===== src/rtl/gpu_pkg.sv =====
// Shared definitions for the GPU character framebuffer write path:
// register map, command codes, controller states and text-grid defaults.
package gpu_pkg;

    localparam int unsigned COLS_DEF = 100;
    localparam int unsigned ROWS_DEF = 75;

    localparam logic [1:0] REG_CHAR = 2'd0;
    localparam logic [1:0] REG_COL  = 2'd1;
    localparam logic [1:0] REG_ROW  = 2'd2;
    localparam logic [1:0] REG_CMD  = 2'd3;

    localparam logic [7:0] CMD_CLEAR   = 8'h01;
    localparam logic [7:0] CMD_NEWLINE = 8'h02;
    localparam logic [7:0] CMD_HOME    = 8'h03;

    typedef enum logic [1:0] {
        ST_IDLE,
        ST_CLEAR,
        ST_WAIT_REL
    } state_t;

endpackage


===== src/rtl/gpu_cursor.sv =====
// Text cursor: column/row counters with advance, newline, home and
// saturating loads; exports the linear cell address row*COLS+col.
module gpu_cursor
    import gpu_pkg::*;
#(
    parameter int unsigned COLS  = COLS_DEF,
    parameter int unsigned ROWS  = ROWS_DEF,
    parameter int unsigned FB_AW = 13
) (
    input  logic             clk,
    input  logic             rst,
    input  logic             advance,
    input  logic             newline,
    input  logic             home,
    input  logic             load_col,
    input  logic             load_row,
    input  logic [7:0]       load_data,
    output logic [6:0]       col,
    output logic [6:0]       row,
    output logic [FB_AW-1:0] addr
);

    localparam logic [6:0] COL_MAX = 7'(COLS - 1);
    localparam logic [6:0] ROW_MAX = 7'(ROWS - 1);

    logic [6:0] col_q, col_d;
    logic [6:0] row_q, row_d;
    logic [6:0] row_inc;

    always_comb begin
        row_inc = (row_q == ROW_MAX) ? '0 : row_q + 7'd1;
        col_d   = col_q;
        row_d   = row_q;
        if (home) begin
            col_d = '0;
            row_d = '0;
        end else if (advance) begin
            if (col_q == COL_MAX) begin
                col_d = '0;
                row_d = row_inc;
            end else begin
                col_d = col_q + 7'd1;
            end
        end else if (newline) begin
            col_d = '0;
            row_d = row_inc;
        end else if (load_col) begin
            col_d = (load_data > {1'b0, COL_MAX}) ? COL_MAX : load_data[6:0];
        end else if (load_row) begin
            row_d = (load_data > {1'b0, ROW_MAX}) ? ROW_MAX : load_data[6:0];
        end
    end

    always_ff @(posedge clk or posedge rst) begin
        if (rst) begin
            col_q <= '0;
            row_q <= '0;
        end else begin
            col_q <= col_d;
            row_q <= row_d;
        end
    end

    assign col  = col_q;
    assign row  = row_q;
    assign addr = FB_AW'(row_q) * FB_AW'(COLS) + FB_AW'(col_q);

endmodule


===== src/rtl/gpu_fb_write_ctrl.sv =====
// CPU-side framebuffer write sequencer: register decode, request handshake,
// cursor control and the clear-screen sweep, all outputs registered.
module gpu_fb_write_ctrl
    import gpu_pkg::*;
#(
    parameter int unsigned COLS       = COLS_DEF,
    parameter int unsigned ROWS       = ROWS_DEF,
    parameter int unsigned FB_AW      = 13,
    parameter logic [7:0]  CLEAR_CHAR = 8'h20
) (
    input  logic             CLK_PIXEL,
    input  logic             RST,
    input  logic             WR_REQ,
    input  logic [1:0]       WR_ADDR,
    input  logic [7:0]       WR_DATA,
    output logic             WR_ACK,
    output logic             BUSY,
    output logic             FB_WE,
    output logic [FB_AW-1:0] FB_ADDR,
    output logic [7:0]       FB_DATA,
    output logic [6:0]       CURSOR_COL,
    output logic [6:0]       CURSOR_ROW
);

    localparam logic [FB_AW-1:0] LAST_ADDR = FB_AW'(COLS * ROWS - 1);

    state_t           state_q, state_d;
    logic             wr_ack_q, wr_ack_d;
    logic             busy_q, busy_d;
    logic             fb_we_q, fb_we_d;
    logic [FB_AW-1:0] fb_addr_q, fb_addr_d;
    logic [7:0]       fb_data_q, fb_data_d;
    logic [FB_AW-1:0] clr_cnt_q, clr_cnt_d;
    logic             rel_seen_q, rel_seen_d;
    logic [FB_AW-1:0] clr_cnt_inc;

    logic             cur_advance, cur_newline, cur_home, cur_load_col, cur_load_row;
    logic [FB_AW-1:0] cur_addr;

    gpu_cursor #(
        .COLS  (COLS),
        .ROWS  (ROWS),
        .FB_AW (FB_AW)
    ) u_cursor (
        .clk       (CLK_PIXEL),
        .rst       (RST),
        .advance   (cur_advance),
        .newline   (cur_newline),
        .home      (cur_home),
        .load_col  (cur_load_col),
        .load_row  (cur_load_row),
        .load_data (WR_DATA),
        .col       (CURSOR_COL),
        .row       (CURSOR_ROW),
        .addr      (cur_addr)
    );

    always_comb begin
        state_d      = state_q;
        wr_ack_d     = 1'b0;
        busy_d       = 1'b0;
        fb_we_d      = 1'b0;
        fb_addr_d    = fb_addr_q;
        fb_data_d    = fb_data_q;
        clr_cnt_d    = clr_cnt_q;
        rel_seen_d   = rel_seen_q;
        clr_cnt_inc  = clr_cnt_q + 1'b1;
        cur_advance  = 1'b0;
        cur_newline  = 1'b0;
        cur_home     = 1'b0;
        cur_load_col = 1'b0;
        cur_load_row = 1'b0;
        case (state_q)
            ST_IDLE: begin
                if (WR_REQ) begin
                    wr_ack_d = 1'b1;
                    state_d  = ST_WAIT_REL;
                    case (WR_ADDR)
                        REG_CHAR: begin
                            fb_we_d     = 1'b1;
                            fb_addr_d   = cur_addr;
                            fb_data_d   = WR_DATA;
                            cur_advance = 1'b1;
                        end
                        REG_COL: cur_load_col = 1'b1;
                        REG_ROW: cur_load_row = 1'b1;
                        default: begin
                            case (WR_DATA)
                                CMD_CLEAR: begin
                                    state_d    = ST_CLEAR;
                                    busy_d     = 1'b1;
                                    fb_we_d    = 1'b1;
                                    fb_addr_d  = '0;
                                    fb_data_d  = CLEAR_CHAR;
                                    clr_cnt_d  = '0;
                                    rel_seen_d = 1'b0;
                                end
                                CMD_NEWLINE: cur_newline = 1'b1;
                                CMD_HOME:    cur_home = 1'b1;
                                default: ;
                            endcase
                        end
                    endcase
                end
            end
            ST_CLEAR: begin
                // Once the originating request has dropped, any later WR_REQ is a
                // new one waiting for its ack, so the sweep must exit straight to IDLE.
                if (!WR_REQ) rel_seen_d = 1'b1;
                if (clr_cnt_q == LAST_ADDR) begin
                    state_d = (rel_seen_q || !WR_REQ) ? ST_IDLE : ST_WAIT_REL;
                end else begin
                    busy_d    = 1'b1;
                    fb_we_d   = 1'b1;
                    fb_addr_d = clr_cnt_inc;
                    fb_data_d = CLEAR_CHAR;
                    clr_cnt_d = clr_cnt_inc;
                    cur_home  = (clr_cnt_inc == LAST_ADDR);
                end
            end
            ST_WAIT_REL: begin
                if (!WR_REQ) state_d = ST_IDLE;
            end
            default: state_d = ST_IDLE;
        endcase
    end

    always_ff @(posedge CLK_PIXEL or posedge RST) begin
        if (RST) begin
            state_q    <= ST_IDLE;
            wr_ack_q   <= 1'b0;
            busy_q     <= 1'b0;
            fb_we_q    <= 1'b0;
            fb_addr_q  <= '0;
            fb_data_q  <= '0;
            clr_cnt_q  <= '0;
            rel_seen_q <= 1'b0;
        end else begin
            state_q    <= state_d;
            wr_ack_q   <= wr_ack_d;
            busy_q     <= busy_d;
            fb_we_q    <= fb_we_d;
            fb_addr_q  <= fb_addr_d;
            fb_data_q  <= fb_data_d;
            clr_cnt_q  <= clr_cnt_d;
            rel_seen_q <= rel_seen_d;
        end
    end

    assign WR_ACK  = wr_ack_q;
    assign BUSY    = busy_q;
    assign FB_WE   = fb_we_q;
    assign FB_ADDR = fb_addr_q;
    assign FB_DATA = fb_data_q;

endmodule


===== config.mk =====
export PLATFORM = sky130hd
export DESIGN_NAME = gpu_fb_write_ctrl
export DESIGN_NICKNAME = d
export VERILOG_FILES = /design/src/rtl/gpu_pkg.sv /design/src/rtl/gpu_cursor.sv /design/src/rtl/gpu_fb_write_ctrl.sv
export SDC_FILE = /design/constraint.sdc
export NUM_CORES = 1
export LEC_CHECK = 0
export CAP_MARGIN = 20
export CORE_ASPECT_RATIO = 0.5
export CORE_MARGIN = 1
export CORE_UTILIZATION = 35
export CTS_CLUSTER_DIAMETER = 30
export CTS_CLUSTER_SIZE = 10
export DETAILED_ROUTE_END_ITERATION = 8
export PLACE_DENSITY = 0.61
export SLEW_MARGIN = 20
export SYNTH_ARGS = -nofsm -noshare
export SYNTH_HDL_FRONTEND = slang
export SYNTH_SLANG_ARGS = --single-unit

===== constraint.sdc =====
create_clock -name CLK_PIXEL -period 5.1 [get_ports CLK_PIXEL]
set_input_delay 1.275 -clock CLK_PIXEL [delete_from_list [all_inputs] [get_ports CLK_PIXEL]]
set_output_delay 1.275 -clock CLK_PIXEL [all_outputs]
set_load 0.005 [all_outputs]

==> flow_metrics.py, run 1 <==
metrics = {
    "run_status": {
        "run_status": "completed",
    },
    "global_routing": {
        "grt_pass1_wl_um": 17800,
        "overflow": 0,
        "grt_max_degree": 38,
        "grt_util_all_layers": 0.185,
        "antenna_found_initial": 0,
        "grt_pass1_vias": 3461,
    },
    "hold_path": {
        "whs_path_depth": 2,
        "hold_path.class": "reg -> reg",
    },
    "floorplan": {
        "core-area_mm2": 0.0113,
        "die_area_mm2": 0.0123,
        "io_pins": 51,
        "row_count": 27,
        "die_h_um": 79.0,
        "die_w_um": 156,
        "initial_core_util": 0.368,
    },
    "routing": {
        "drt-wirelength-per-cell_um": 16.0,
        "routed_wirelength_um": 10800,
        "vias_per_cell": 5.34,
        "drc_errors": 0,
        "via_count": 3619,
        "drtPass1Iterations": 5,
        "ant_nets": 0,
        "initialDrtViolationCount": 257,
    },
    "cts": {
        "root_buffer": "clkbuf_16",
        "clk_latency_ps": 300,
        "cts_tree": "built",
        "post_cts_resized": 0,
        "cts-hold-fix-buffers": 0,
        "cts_setup_buffers": 0,
        "cts_made_buffers": 5,
        "clockBufferDepth": 2,
        "clk_pin_slew_worst_paths_ps": 80,
        "htreeDepth": 2,
        "clock-sinks": 54,
    },
    "logic_synthesis": {
        "syn_area_mm2": 0.00415,
        "async_reset_ff_frac": 1.00,
        "yosysWarnings": 0,
        "postSynthCellCount": 477,
        "ys_seq_elements": 54,
        "synth_nets": 532,
        "synth_edf_count": 0,
        "ys_seq_area_frac": 0.325,
        "syn_avg_cell_area_um2": 8.71,
        "yosysUniqueCellTypes": 63,
        "synthFlopType": "dfrtp_1",
    },
    "placement": {
        "dpl-instance-area_mm2": 0.00476,
        "dp_hpwl_um": 8040,
        "io_buffers": 50,
        "place_congestion": 0.850,
    },
    "worst_setup_path": {
        "start_kind": "input port",
        "cp.arrival_ps": 3840,
        "setup.worst_path.end_class": "flop",
        "critPathMaxFanout": 14,
        "critPathKind": "in -> reg",
        "cp_data_required_time_ps": 5270,
        "reg2regPathDepth": 12,
    },
    "power_and_ir_drop": {
        "irDropWorstVdd_mv": 0.261,
        "p_int_mw": 1.33,
        "p_clk_frac": 0.176,
        "switching_share": 0.409,
        "power.density_mw_per_mm2": 456,
        "pwr-share-seq": 0.275,
        "leakagePower_nw": 2.12,
        "combPwrFrac": 0.549,
        "p_switching_uw": 917,
    },
    "finish": {
        "num-fill-cells": 1133,
        "syn2layout_area_growth_pct": 18.5,
        "design_area_mm2": 0.00492,
        "nNetsFinal": 573,
        "antenna_cells": 0,
        "fin_util": 0.436,
        "drive_gt1_frac": 0.0539,
    },
    "timing": {
        "fmax_mhz": 272,
        "setup_tns_ps": 0,
        "setup_viol": 0,
        "slew_viol_final": 0,
        "rsz0062_at_grt": "false",
        "holdWs_ps": 534,
        "slew_headroom": 0.381,
        "period_minus_slack_ps": 3680,
        "timing_hold_violations_final": 0,
        "fin_worst_skew_ps": 11.4,
        "worstMarginPinSlew_ps": 929,
        "fin_crit_sh": 0.721,
    },
    "job": {
        "maxCapViolations": 0,
    },
}
critical path: stages:
cell	delay (ps)
clkdlybuf4s50_1	520
nor2_1	440
a31oi_1	300
a21oi_1	810
o21ai_0	210
a22oi_1	230
nor2_1	60
worst paths after layout:
kind / from / endpoint / slack [ps]
worst min register to register: FB_DATA[5] / FB_DATA[5] / 530
min in group asynchronous: RST / clr_cnt_q[5] / 1460
worst min-delay path: FB_DATA[5] / FB_DATA[5] / 530
max in group asynchronous: RST / FB_ADDR[3] / 2870
worst max-delay path: WR_DATA[7] / u_cursor.col[5] / 1420
worst max register to register: u_cursor.row[2] / FB_ADDR[12] / 1470
cell families (layout without fill, tap and decap cells):
group                    after synthesis  after routing  share of synthesized area
multiplexers                           7              7                     0.0181
buffers and inverters                 53             95                     0.0602
AND/OR/NAND/NOR                      178            178                      0.224
adder cells (fa/ha/maj)               42             42                      0.132
AO/OA/AOI/OAI                        119            119                      0.190
XOR/XNOR                              24             24                     0.0506
flip-flops                            54             54                      0.325
layout by cell type (no fill, tap or decap), drive strengths merged, types with 10 or more instances in the layout:
master and count:
nand3 19, inv 32, clkdlybuf4s50 50, a21oi 29, xor2 11, o21ai 29
xnor2 13, nand2 42, a31oi 11, ha 39, dfrtp 54, nor2 53
a211oi 10, nand2b 10
through the flow:
stage | cells | worst slack [ps] | total power [mW]
6_report | 678 | 1420 | 2.24
5_1_grt | 678 | 1150 | 2.44
4_1_cts | 678 | 1470 | 2.26
3_5_place_dp | 670 | 1180 | 1.85
3_3_place_gp | 670 | 1230 | 1.84
2_1_floorplan | 477 | 1910 | 1.44
cells in the mapped netlist (4+ instances only):
cell type / number / share of area
o21ai_0: 29 / 0.035
and3b_1: 4 / 0.0084
buf_6: 4 / 0.011
mux2i_1: 6 / 0.014
nor3_1: 7 / 0.0084
o22ai_1: 4 / 0.0060
a31oi_1: 11 / 0.017
buf_4: 4 / 0.0072
nor2_1: 53 / 0.048
dfrtp_1: 54 / 0.33
xor2_1: 11 / 0.023
a21oi_1: 29 / 0.035
inv_1: 31 / 0.028
and3_1: 9 / 0.014
a211oi_1: 10 / 0.018
a22oi_1: 7 / 0.013
nand2_1: 41 / 0.037
nand3_1: 19 / 0.023
nand4_1: 7 / 0.011
clkbuf_1: 8 / 0.0072
buf_2: 5 / 0.0060
xnor2_1: 13 / 0.027
a21o_1: 4 / 0.0072
ha_1: 39 / 0.12
nand2b_1: 10 / 0.015
cell type report:
type / instances / area, um^2 / area share
timing repair buffer: 55 / 538 / 0.109
inverter: 32 / 120 / 0.0244
multi-input combinational: 370 / 2550 / 0.518
sequential: 54 / 1350 / 0.274
clock inverter: 1 / 30.0 / 0.00610
tap: 159 / 199 / 0.0404
clock buffer: 7 / 133 / 0.0269
per-layer routing:
layer  track usage  part of all wire  up-vias
met3        0.0306             0.032       13
met1         0.268              0.52     1756
met5             0                 0        -
li1              -                 -     1782
met2         0.285              0.43       68
met4        0.0422             0.012        0
registers in the layout, summed over array words and instances, names as in the netlist:
signal,flops
rel_seen_q,1
FB_ADDR,13
state_q,2
WR_ACK,1
u_cursor.row,7
FB_DATA,8
BUSY,1
clr_cnt_q,13
u_cursor.col,7
FB_WE,1
power by group through the flow:
stage	clock network [mW]	logic [mW]	registers (mW)
finish	0.396	1.23	0.616
global placement	0	1.22	0.626
detailed placement	0	1.22	0.626
floorplan	0	0.840	0.597
global route	0.420	1.39	0.632
CTS	0.400	1.24	0.619
Note: power is estimated with default switching activity, not from simulation.
==> run 2, diff against run 1 <==
- PLACE_DENSITY: 0.61 -> 0.63
- clock period: 5.1 -> 3.04 ns (I/O delays scaled with it)
==> flow_metrics.py, run 2 (synthesis gave the netlist of run 1 again) <==
metrics = {
    "worst_setup_path": {
        "cp.arrival_ps": 3340,
        "critPathMaxFanout": 4,
        "cp_data_required_time_ps": 3280,
        "setup.worst_path.end_class": "flop",
        "critPathKind": "reg -> reg",
        "start_kind": "flop",
    },
    "routing": {
        "routed_wirelength_um": 11800,
        "wl_met1_um": 5990,
        "drt-wirelength-per-cell_um": 16.1,
        "via_count": 3903,
        "wl_met2_um": 5200,
        "drtPass1Iterations": 5,
        "met3_length_um": 421,
        "ant_nets": 0,
        "initialDrtViolationCount": 209,
        "top_layer_used": "met4",
        "drc_errors": 0,
        "vias_per_cell": 5.32,
    },
    "global_routing": {
        "overflow": 0,
        "grt_pass1_wl_um": 19800,
        "grt_max_degree": 33,
        "grt_util_all_layers": 0.204,
        "antenna_found_initial": 0,
        "grt_pass1_vias": 3834,
    },
    "floorplan": {
        "die_h_um": 79.0,
        "initial_core_util": 0.368,
        "row_count": 27,
        "die_w_um": 156,
        "die_area_mm2": 0.0123,
        "core-area_mm2": 0.0113,
        "io_pins": 51,
    },
    "timing": {
        "fin_crit_sh": 1.02,
        "timing_hold_violations_final": 0,
        "holdWs_ps": 532,
        "slew_headroom": 0.646,
        "setup_viol": 1,
        "rsz0062_at_grt": "true",
        "fmax_mhz": 322,
        "setup_ws_ps": -66.4,
        "worstMarginPinSlew_ps": 530,
        "period_minus_slack_ps": 3110,
        "setup_tns_ps": -66.4,
        "fin_worst_skew_ps": 4.51,
        "slew_viol_final": 0,
    },
    "cts": {
        "clk_pin_slew_worst_paths_ps": 70,
        "clk_latency_ps": 300,
        "htreeDepth": 2,
        "cts-hold-fix-buffers": 0,
        "clock-sinks": 54,
        "root_buffer": "clkbuf_16",
        "clockBufferDepth": 2,
        "cts_made_buffers": 5,
        "cts_tree": "built",
    },
    "placement": {
        "io_buffers": 50,
        "place_congestion": 0.880,
        "dpl-instance-area_mm2": 0.00524,
        "dp_hpwl_um": 8980,
        "place_inst": 719,
    },
    "finish": {
        "design_area_mm2": 0.00558,
        "nNetsFinal": 628,
        "drive_gt1_frac": 0.193,
        "antenna_cells": 0,
        "fin_util": 0.494,
        "num-fill-cells": 1081,
        "syn2layout_area_growth_pct": 34.3,
        "final_cell_mix": "57 x buf_4, 53 x nor2_1, 50 x dfrtp_1, 50 x clkdlybuf4s50_1, 41 x nand2_1",
        "stdcell_count": 733,
        "layout_commonest_cell": "buf_4",
    },
    "power_and_ir_drop": {
        "irDropWorstVdd_mv": 0.554,
        "power.density_mw_per_mm2": 854,
        "leakagePower_nw": 2.42,
    },
    "job": {
        "maxCapViolations": 0,
    },
    "hold_path": {
        "hold_path.class": "reg -> reg",
    },
    "run_status": {
        "run_status": "finished, violations left",
        "violations": "negative setup slack",
    },
}
## run 2: cell type report
type,count,area [um^2],area share
clock inverters,2,38.8,0.00695
repair buffers,110,988,0.177
well taps,159,199,0.0357
clock buffers,6,139,0.0249
multi-input cells,370,2740,0.491
flip-flops and latches,54,1360,0.243
inverters,32,120,0.0215
## run 2: critical path: stages, from the launching register on
cell,delay (ps)
dfrtp_2,430
ha_1,330
ha_4,230
ha_4,280
inv_1,60
fa_2,410
xnor2_2,190
nand2b_1,130
nor3_2,240
nand4b_1,150
or4b_1,510
nand3_1,70
## run 2: through the flow
step,total power [mW],setup WS (ps)
finish,4.77,-66.4
global route,5.10,-185
CTS,4.62,-67.2
detailed placement,3.63,-131
global placement,3.58,-18.5
floorplan,2.60,18.0
## run 2: layer usage
layer  track usage  up-vias
li1              -     1898
met1         0.294     1907
met2         0.320       82
met3        0.0278       16
met4        0.0500        0
met5             0        -
## run 2: worst paths after layout
path	to	depth (start not counted)	startpoint	slack, ps
max in group asynchronous	u_cursor.row[3]	3	RST	1640
min in group asynchronous	clr_cnt_q[10]	2	RST	820
hold reg to reg	FB_ADDR[0]	2	FB_ADDR[0]	530
setup / recovery	FB_ADDR[12]	11	u_cursor.row[1]	-70
hold / removal	FB_ADDR[0]	2	FB_ADDR[0]	530
setup reg to reg	FB_ADDR[12]	11	u_cursor.row[1]	-70
## run 2: what timing repair did
action | 4_1_cts | 5_1_grt
buffers inserted | 3 | 3
cloned | 0 | 0
pin swaps | 12 | 6
endpoints found under the setup margin | 4 | 4
resized for setup | 14 | 3
## run 2: power by group
group	internal, mW	leakage [nW]	switching (mW)
sequential	0.858	0.674	0.145
combinational	1.61	1.66	1.45
clock	0.415	0.0875	0.288
total	2.88	2.42	1.89
